`src/rtl/pc_unit_pkg.sv`:
```
// Shared definitions for the program-counter unit: branch-select encodings.
package pc_unit_pkg;

  typedef enum logic [1:0] {
    BS_SEQ  = 2'd0,
    BS_COND = 2'd1,
    BS_REG  = 2'd2,
    BS_JMP  = 2'd3
  } bs_e;

endpackage

```
`src/rtl/pc_ras.sv`:
```
// Circular return-address stack. A push while full overwrites the oldest
// entry; a pop while empty only raises the sticky underflow flag.
module pc_ras #(
  parameter int DEPTH = 4,
  parameter int W     = 16
) (
  input  logic                     clk,
  input  logic                     rst_n,
  input  logic                     push,
  input  logic                     pop,
  input  logic [W-1:0]             push_data,
  output logic [W-1:0]             top,
  output logic [$clog2(DEPTH):0]   count,
  output logic                     ovf,
  output logic                     unf
);

  localparam int PW = $clog2(DEPTH);
  localparam int CW = PW + 1;

  logic [W-1:0]  mem [DEPTH];
  logic [PW-1:0] sp;          // next free slot; the oldest entry once full
  logic          full;
  logic          empty;

  assign full  = (count == CW'(DEPTH));
  assign empty = (count == '0);
  assign top   = mem[PW'(sp - 1'b1)];

  // Pointer, occupancy and sticky error flags.
  // NOTE: sequential state uses non-blocking (<=) so every register samples pre-edge values.
  always_ff @(posedge clk or negedge rst_n) begin
    if (!rst_n) begin
      sp    <= '0;
      count <= '0;
      ovf   <= 1'b0;
      unf   <= 1'b0;
    end else if (push) begin
      sp <= PW'(sp + 1'b1);
      if (full) ovf   <= 1'b1;
      else      count <= CW'(count + 1'b1);
    end else if (pop) begin
      if (empty) begin
        unf <= 1'b1;
      end else begin
        sp    <= PW'(sp - 1'b1);
        count <= CW'(count - 1'b1);
      end
    end
  end

  // Entry storage written at the current pointer on every push.
  // NOTE: the array has no reset; count and sp are reset, so stale entries are never read.
  always_ff @(posedge clk) begin
    if (push) mem[sp] <= push_data;
  end

endmodule

```
`src/rtl/pc_unit.sv`:
```
// Program counter with next-PC selection: exception redirect, stall hold,
// sequential, conditional, register and unconditional transfers, with
// call/return prediction through the pc_ras stack.
module pc_unit
  import pc_unit_pkg::*;
#(
  parameter int              PC_W      = 16,
  parameter int              ADDR_W    = 32,
  parameter int              RAS_DEPTH = 4,
  parameter logic [PC_W-1:0] RESET_PC  = '0,
  parameter logic [PC_W-1:0] EXC_VEC   = PC_W'(16'h0004)
) (
  input  logic                        clk,
  input  logic                        rst_n,
  input  logic                        stall,
  input  logic                        exc,
  input  logic [1:0]                  bs,
  input  logic                        ps,
  input  logic                        z,
  input  logic                        link,
  input  logic                        ret,
  input  logic [ADDR_W-1:0]           br_a,
  input  logic [ADDR_W-1:0]           ra_a,
  output logic [PC_W-1:0]             pc,
  output logic [PC_W-1:0]             npc,
  output logic                        taken,
  output logic [$clog2(RAS_DEPTH):0]  ras_count,
  output logic                        ras_ovf,
  output logic                        ras_unf
);

  logic [PC_W-1:0] next_pc;
  logic [PC_W-1:0] ras_top;
  logic            push;
  logic            pop;
  logic            ras_empty;

  assign npc       = PC_W'(pc + 1'b1);
  assign ras_empty = (ras_count == '0);

  // Next-PC selection with priority exc > stall > branch select.
  // NOTE: every output of this block gets a default first so no latch is inferred.
  always_comb begin
    next_pc = pc;
    taken   = 1'b0;
    push    = 1'b0;
    pop     = 1'b0;
    if (exc) begin
      next_pc = EXC_VEC;
      taken   = 1'b1;
    end else if (!stall) begin
      unique case (bs_e'(bs))
        BS_SEQ: next_pc = npc;
        BS_COND: begin
          if (ps ^ z) begin
            next_pc = br_a[PC_W-1:0];
            taken   = 1'b1;
            push    = link;
          end else begin
            next_pc = npc;
          end
        end
        BS_REG: begin
          taken = 1'b1;
          // ret on an empty stack still reaches pc_ras so it can flag underflow
          pop   = ret;
          if (ret && !ras_empty) next_pc = ras_top;
          else                   next_pc = ra_a[PC_W-1:0];
        end
        BS_JMP: begin
          next_pc = br_a[PC_W-1:0];
          taken   = 1'b1;
          push    = link;
        end
        default: next_pc = npc;
      endcase
    end
  end

  // Program-counter register.
  always_ff @(posedge clk or negedge rst_n) begin
    if (!rst_n) pc <= RESET_PC;
    else        pc <= next_pc;
  end

  pc_ras #(
    .DEPTH (RAS_DEPTH),
    .W     (PC_W)
  ) u_ras (
    .clk       (clk),
    .rst_n     (rst_n),
    .push      (push),
    .pop       (pop),
    .push_data (npc),
    .top       (ras_top),
    .count     (ras_count),
    .ovf       (ras_ovf),
    .unf       (ras_unf)
  );

endmodule

```
`config.mk`:
```
export PLATFORM = sky130hd
export DESIGN_NAME = pc_unit
export DESIGN_NICKNAME = d
export VERILOG_FILES = /design/src/rtl/pc_unit_pkg.sv /design/src/rtl/pc_ras.sv /design/src/rtl/pc_unit.sv
export SDC_FILE = /design/constraint.sdc
export NUM_CORES = 1
export LEC_CHECK = 0
export CAP_MARGIN = 0
export CORE_MARGIN = 2
export CORE_UTILIZATION = 44
export CTS_CLUSTER_DIAMETER = 30
export DETAILED_ROUTE_END_ITERATION = 10
export PLACE_DENSITY = 0.83
export SYNTH_ARGS = -nofsm -noshare
export SYNTH_HDL_FRONTEND = slang
export SYNTH_HIERARCHICAL = 1
export SYNTH_SLANG_ARGS = --single-unit
```
`constraint.sdc`:
```
create_clock -name clk -period 2.34 [get_ports clk]
set_input_delay 0.468 -clock clk [delete_from_list [all_inputs] [get_ports clk]]
set_output_delay 0.468 -clock clk [all_outputs]
set_load 0.01 [all_outputs]
```
==> parameters.txt, run 1 <==
Parameter                              Value

Run status
  Outcome    complete, but fails checks
  Violated checks    setup timing

Timing
  Least setup slack across all paths after layout    -0.106 ns
  Setup-failing EPs final    4
  Number of failing hold endpoints at the final stage    0
  Final clock period utilization by the worst path    105%
  Shortest clock period the worst path allows after layout    2.45 ns
  Clock skew    0.0117 ns
  Setup repair after global routing missed its margin    true
  Slew of the pin with the lowest slew margin    0.363 ns
  Worst hold slack after final layout    0.457 ns
  Slew Viols, Final    0
  Worst slew slack as a fraction of its limit    75.8%
  F_max    409 MHz

Synth
  Number of enable-type register cells in the synthesized netlist    64
  Share of flip-flops with an asynchronous set or reset    26.4%
  Top FF cell, synth    edfxtp_1
  Syn Std Cell Area    4350 um^2
  Post-synthesis instance total    304
  Share of the yosys chip area belonging to registers    57.4%
  Count of yosys warnings during synthesis    6
  Avg Inst Size Synth    14.3 um^2
  Number of storage elements in the synthesis netlist    87
  Synth cell types    57
  Nets in the synthesized netlist    384

Worst setup path
  Peak fanout along the critical path    5
  Endpoint arrival time on the critical path    1.98 ns
  Type of the worst setup path    register to output pin
  Endpoint kind of the worst setup timing path    output pin
  Worst path required time    1.87 ns
  Critical path startpoint category    register

Cells and area
  Fraction of final layout cells sized beyond drive strength 1    35.1%
  Final Net Count    539
  Relative area change from synthesis to final layout    41.9%
  Antenna Diode Count    0
  Filler cells    690
  Highest-count cells in the layout ignoring fill and taps    77 x buf_4, 64 x edfxtp_1, 62 x clkdlybuf4s50_1, 23 x dfrtp_1
  Commonest non-fill, non-tap cell in the layout    buf_4

Power
  Clk network pwr share    20.7%
  Switching share of total power    31.9%
  Total power of the final layout    4.67 mW
  Portion of total power attributed to sequential cells    39.8%
  Power density of the placed cells    756 nW/um^2
  Leakage Power    2.41 nW
  Switching power    1.49 mW
  Proportion of power drawn by combinational gates    39.5%
  Worst vdd ir    0.000536 V
  Internal power consumption    3.18 mW

Drt
  Number of iterations in the first detailed-routing pass    4
  Highest metal used    met4
  Detail Route met2 WL    6340 um
  Count of nets left with antenna violations after detail routing    0
  DR vias    3390
  Initial detailed-routing violation count    289
  Routed wire per std cell    20.6 um
  Total met3 wirelength after detailed routing    787 um
  Vias per cell    5.68
  Residual DRC count    0
  Metal-1 WL    4870 um
  Post-Route WL    12300 um

Clock tree
  Cts-stage hold buffer count    0
  Clock-pin slew of the registers on the worst-case setup and hold paths    0.09 ns
  Clock root buffer    clkbuf_8
  CTS tree    built
  Clk_lat worst skew    0.37 ns
  Total clock sinks    87
  Maximum buffer depth of the clock tree    2
  H-Tree Level Count    3
  CTS Buf Count    9

Floorplan
  Core Area    9680 um^2
  Die X    103 um
  Die area    10700 um^2
  Starting Density    44.9%
  I/O Pins    112
  Y dimension of the die    103 um
  Floorplan row count    36

Place
  Routability Congestion    0.871
  Post-detailed-placement half-perimeter wirelength    8250 um
  Buffers added on ports    79

Global routing
  Gr ovfl total    0
  Vias in the first global route    3255
  Global routing usage summed across all routing layers    22.0%
  Largest net degree at the start of global routing    24
  First-pass GRT wire length    17100 um
  Initial antenna violation count    0

Job
  Maximum capacitance violations    0

Worst hold path
  Min-Delay Path Class    primary input to asynchronous set/reset pin
[final cells by class]
type	count	area [um^2]	area share, %
clock inverters	5	32.5	0.527
repair buffers	162	1440	23.3
clock buffers	11	141	2.29
inverters	18	67.6	1.09
multi-input cells	181	1830	29.7
flip-flops and latches	87	2500	40.4
well taps	133	166	2.69
[flip-flops by register name, summed over array words and instances, names as in the netlist]
name         count
u_ras/mem       64
u_ras/ovf        1
u_ras/sp         2
u_ras/count      3
u_ras/unf        1
pc              16
[kinds of logic (layout without fill, tap and decap cells)]
family | Yosys count | in the layout | share of synthesized area, %
DFF | 87 | 87 | 57.4
AOI/OAI and AO/OA | 63 | 63 | 11.1
and+or+nand+nor | 63 | 63 | 8.25
buffers and inverters | 36 | 196 | 4.83
muxes | 33 | 33 | 13.3
xor gates and xnor gates | 16 | 16 | 3.22
adders and majority gates | 6 | 6 | 1.90
[cell usage after synthesis, types with 2 or more instances]
library cell,instances,area [um^2]
a21oi_1,13,65.1
clkbuf_1,4,15.0
edfxtp_1,64,1920
mux4_2,8,180
clkbuf_8,2,27.5
mux2_2,14,158
o21ai_0,6,30.0
dfrtp_1,23,576
nand4_1,4,25.0
nand3_1,7,35.0
a221oi_1,18,158
and2_1,4,25.0
nand2_1,7,26.3
buf_6,3,33.8
a21o_1,2,15.0
o31a_1,2,17.5
mux2i_1,3,30.0
inv_1,18,67.6
nor3_1,7,35.0
buf_2,5,25.0
and3_1,6,37.5
nor2b_1,4,25.0
nor2_1,12,45.0
xnor2_1,13,114
ha_1,5,62.6
and3_2,2,15.0
mux4_1,8,210
xor2_1,3,26.3
o32ai_1,8,70.1
o21a_1,2,15.0
[timing repair]
| action | 4_1_cts | 5_1_grt |
|---|---|---|
| hold endpoints to repair | 0 | 0 |
| endpoints found under the setup margin | 17 | 10 |
| pin swaps | 5 | 13 |
| setup buffers | 2 | 12 |
| resized for setup | 49 | 23 |
[metrics by stage]
stage	setup slack [ns]	cells	util, %	area (um^2)	setup TNS (ns)
2_1_floorplan	-0.00377	304	-	4380	-0.00377
3_3_place_gp	-0.348	567	59.5	5760	-4.20
3_5_place_dp	-0.398	567	59.5	5760	-6.54
4_1_cts	-0.157	585	62.4	6040	-0.427
5_1_grt	-0.175	597	63.8	6180	-0.451
6_report	-0.106	597	63.8	6180	-0.201
[layer usage]
layer | track usage [%] | vias to the layer above
met4 | 8.60 | 0
met2 | 37.7 | 168
li1 | - | 1506
met1 | 27.9 | 1692
met5 | 0 | -
met3 | 3.63 | 24
[critical path, stage by stage, from the launching register on]
cell and delay, ns:
dfrtp_1 0.40, nand4_1 0.17, or3_4 0.42, nor3_4 0.26, xnor2_2 0.18, buf_2 0.18
[power by group through the flow]
stage,registers (mW),logic (mW),clock network (mW)
5_1_grt,1.86,1.97,1.04
6_report,1.86,1.84,0.969
3_5_place_dp,1.89,1.79,0
3_3_place_gp,1.88,1.71,0
4_1_cts,1.85,1.81,0.968
2_1_floorplan,1.96,1.02,0
[worst paths after layout]
| kind | startpoint | endpoint | slack [ns] | cells after the start |
|---|---|---|---|---|
| max | pc[3] | npc[13] | -0.11 | 5 |
| min | rst_n | u_ras/count[2] | 0.46 | 2 |
| max reg2reg | u_ras/sp[0] | pc[10] | 0.19 | 5 |
| min reg2reg | u_ras/ovf | u_ras/ovf | 0.49 | 1 |
| max in group asynchronous | rst_n | pc[8] | 1.63 | 2 |
| min in group clk | u_ras/ovf | u_ras/ovf | 0.49 | 1 |
Note: power is estimated with default switching activity, not from simulation.
==> run 2: changes to the inputs <==
- SETUP_SLACK_MARGIN: not set -> 0.2
==> parameters.txt, run 2 (synthesized netlist as in run 1, its figures left out) <==
Parameter                              Value

Global routing
  Vias in the first global route    3619 (was 3255)
  Gr ovfl total    0 (unchanged)
  Global routing usage summed across all routing layers    25.6% (was 22.0%)
  Initial antenna violation count    0 (unchanged)
  First-pass GRT wire length    19700 um (was 17100 um)
  Largest net degree at the start of global routing    24 (unchanged)

Cells and area
  Relative area change from synthesis to final layout    52.8% (was 41.9%)
  Final Net Count    571 (was 539)
  Commonest non-fill, non-tap cell in the layout    buf_4 (unchanged)
  Fraction of final layout cells sized beyond drive strength 1    44.4% (was 35.1%)
  Filler cells    607 (was 690)
  Antenna Diode Count    0 (unchanged)
  Register ranked first by flip-flop count    u_ras/mem (unchanged)
  Flip-flop count of the largest register after layout    64 (unchanged)
  Number of standard cells in the layout, taps in and fillers out    629 (was 597)
  Registers with the highest flip-flop counts    u_ras/mem: 64 flops, pc: 16 flops, u_ras/count: 3 flops (unchanged)
  Final core utilization    68.6% (was 63.8%)
  Highest-count cells in the layout ignoring fill and taps    97 x buf_4, 64 x edfxtp_1, 56 x clkdlybuf4s50_1, 23 x dfrtp_1, 16 x a221oi_1 (was 77 x buf_4, 64 x edfxtp_1, 62 x clkdlybuf4s50_1, 23 x dfrtp_1)

Clock tree
  Maximum buffer depth of the clock tree    2 (unchanged)
  CTS tree    built (unchanged)
  Clk_lat worst skew    0.37 ns (about the same)
  Total clock sinks    87 (unchanged)
  H-Tree Level Count    3 (unchanged)
  Clock-pin slew of the registers on the worst-case setup and hold paths    0.09 ns (about the same)
  CTS Buf Count    9 (unchanged)
  Clock root buffer    clkbuf_8 (unchanged)
  Cts-stage hold buffer count    0 (unchanged)

Worst setup path
  Critical path startpoint category    register (unchanged)
  Worst reg-to-reg path cell count    7 (was 5)
  Type of the worst setup path    register to output pin (unchanged)
  Endpoint arrival time on the critical path    2.02 ns (was 1.98 ns)
  Worst path required time    1.87 ns (about the same)
  Crit Reg-Reg Startpoint    u_ras/sp[1] (was u_ras/sp[0])
  Endpoint kind of the worst setup timing path    output pin (unchanged)
  Minimum setup slack among reg-to-reg paths    0.21 ns (was 0.19 ns)
  Reg2reg end    pc[5] (was pc[10])
  Peak fanout along the critical path    3 (was 5)

Timing
  Clock skew    0.0101 ns (was 0.0117 ns)
  Shortest clock period the worst path allows after layout    2.48 ns (was 2.45 ns)
  Worst slew slack as a fraction of its limit    62.5% (was 75.8%)
  Slew of the pin with the lowest slew margin    0.562 ns (was 0.363 ns)
  Worst hold slack after final layout    0.470 ns (was 0.457 ns)
  Number of failing hold endpoints at the final stage    0 (unchanged)
  Sum Neg Setup Slack    -0.467 ns (was -0.201 ns)
  Final clock period utilization by the worst path    106% (was 105%)
  Setup repair after global routing missed its margin    true (unchanged)
  Setup-failing EPs final    5 (was 4)
  Least setup slack across all paths after layout    -0.144 ns (was -0.106 ns)
  F_max    403 MHz (was 409 MHz)
  Slew Viols, Final    0 (unchanged)

Floorplan
  I/O Pins    112 (unchanged)
  Floorplan row count    36 (unchanged)
  Core Area    9680 um^2 (unchanged)
  Die X    103 um (unchanged)
  Die area    10700 um^2 (unchanged)
  Y dimension of the die    103 um (unchanged)
  Starting Density    44.9% (unchanged)

Power
  Worst vdd ir    0.000409 V (was 0.000536 V)
  Leakage Power    2.67 nW (was 2.41 nW)
  Power density of the placed cells    795 nW/um^2 (was 756 nW/um^2)
  Total power of the final layout    5.28 mW (was 4.67 mW)

Drt
  Routed wire per std cell    23.1 um (was 20.6 um)
  Count of nets left with antenna violations after detail routing    0 (unchanged)
  Initial detailed-routing violation count    352 (was 289)
  DR vias    3751 (was 3390)
  Number of iterations in the first detailed-routing pass    7 (was 4)
  Residual DRC count    0 (unchanged)
  Vias per cell    5.96 (was 5.68)
  Post-Route WL    14500 um (was 12300 um)

Run status
  Violated checks    setup timing (unchanged)
  Outcome    complete, but fails checks (unchanged)

Job
  Maximum capacitance violations    0 (unchanged)

Place
  Post-detailed-placement half-perimeter wirelength    8210 um (was 8250 um)
  Cells after DPL    561 (was 567)
  Routability Congestion    0.921 (was 0.871)
  Buffers added on ports    79 (unchanged)

Worst hold path
  Min-Delay Path Class    primary input to asynchronous set/reset pin (unchanged)
-- run 2: changes by cell type in the layout (fill, tap and decap cells not counted), moves of 4 or more --
cell             before  now
clkdlybuf4s50_1      62   56
buf_4                77   97
and2_1                4    0
dlymetal6s2s_1        0    4
buf_12                5    9
dlygate4sd2_1         8    3
and2_2                0    4
buf_6                 2   13
-- run 2: timing repair --
action | CTS | global route
gates cloned | 0 | 0
endpoints found under the setup margin | 28 | 27
buffers inserted | 30 | 22
resized for setup | 96 | 26
pin swaps | 20 | 19
-- run 2: worst max path at each step --
stage | start | to | slack (ns) | depth (start not counted)
finish | pc[9] | npc[13] | -0.14 | 6
global route | pc[7] | npc[13] | -0.17 | 6
CTS | pc[3] | npc[13] | -0.07 | 5
detailed placement | ps | u_ras/count[2] | -0.41 | 9
global placement | z | u_ras/count[2] | -0.33 | 9
floorplan | ps | u_ras/count[2] | 0.05 | 9
-- run 2: final cells by class --
cell class              instances  area (um^2)  share of cell area (%)
clock buffers                   9          124                    1.86
clock inverters                 7         96.3                    1.45
inverters                      18         67.6                    1.02
multi-input cells             181         1920                    28.9
flip-flops and latches         87         2500                    37.6
well taps                     133          166                    2.50
repair buffers                194         1770                    26.7
-- run 2: routing by layer --
layer  share of wire (%)  global-route usage (%)  vias up
li1                    -                       -     1577
met1                  36                    31.8     1840
met2                  51                    44.7      284
met3                 9.8                    5.38       50
met4                 2.9                    8.60        0
met5                   0                       0        -
-- run 2: power breakdown --
group          switching [mW]  internal [mW]
Combinational            1.03           1.21
Sequential             0.0829           1.78
Clock                   0.569          0.605
-- run 2: worst max-delay path: stages, from the launching register on --
cell	delay, ns
dfrtp_1	0.41
buf_6	0.12
nand4_1	0.14
or3_4	0.42
nor3_4	0.19
xnor2_2	0.18
buf_2	0.18
-- run 2: stage by stage --
step	setup slack [ns]	area (um^2)
floorplan	0.0536	4410
global placement	-0.325	5770
detailed placement	-0.408	5770
CTS	-0.0704	6380
global route	-0.174	6650
finish	-0.144	6650
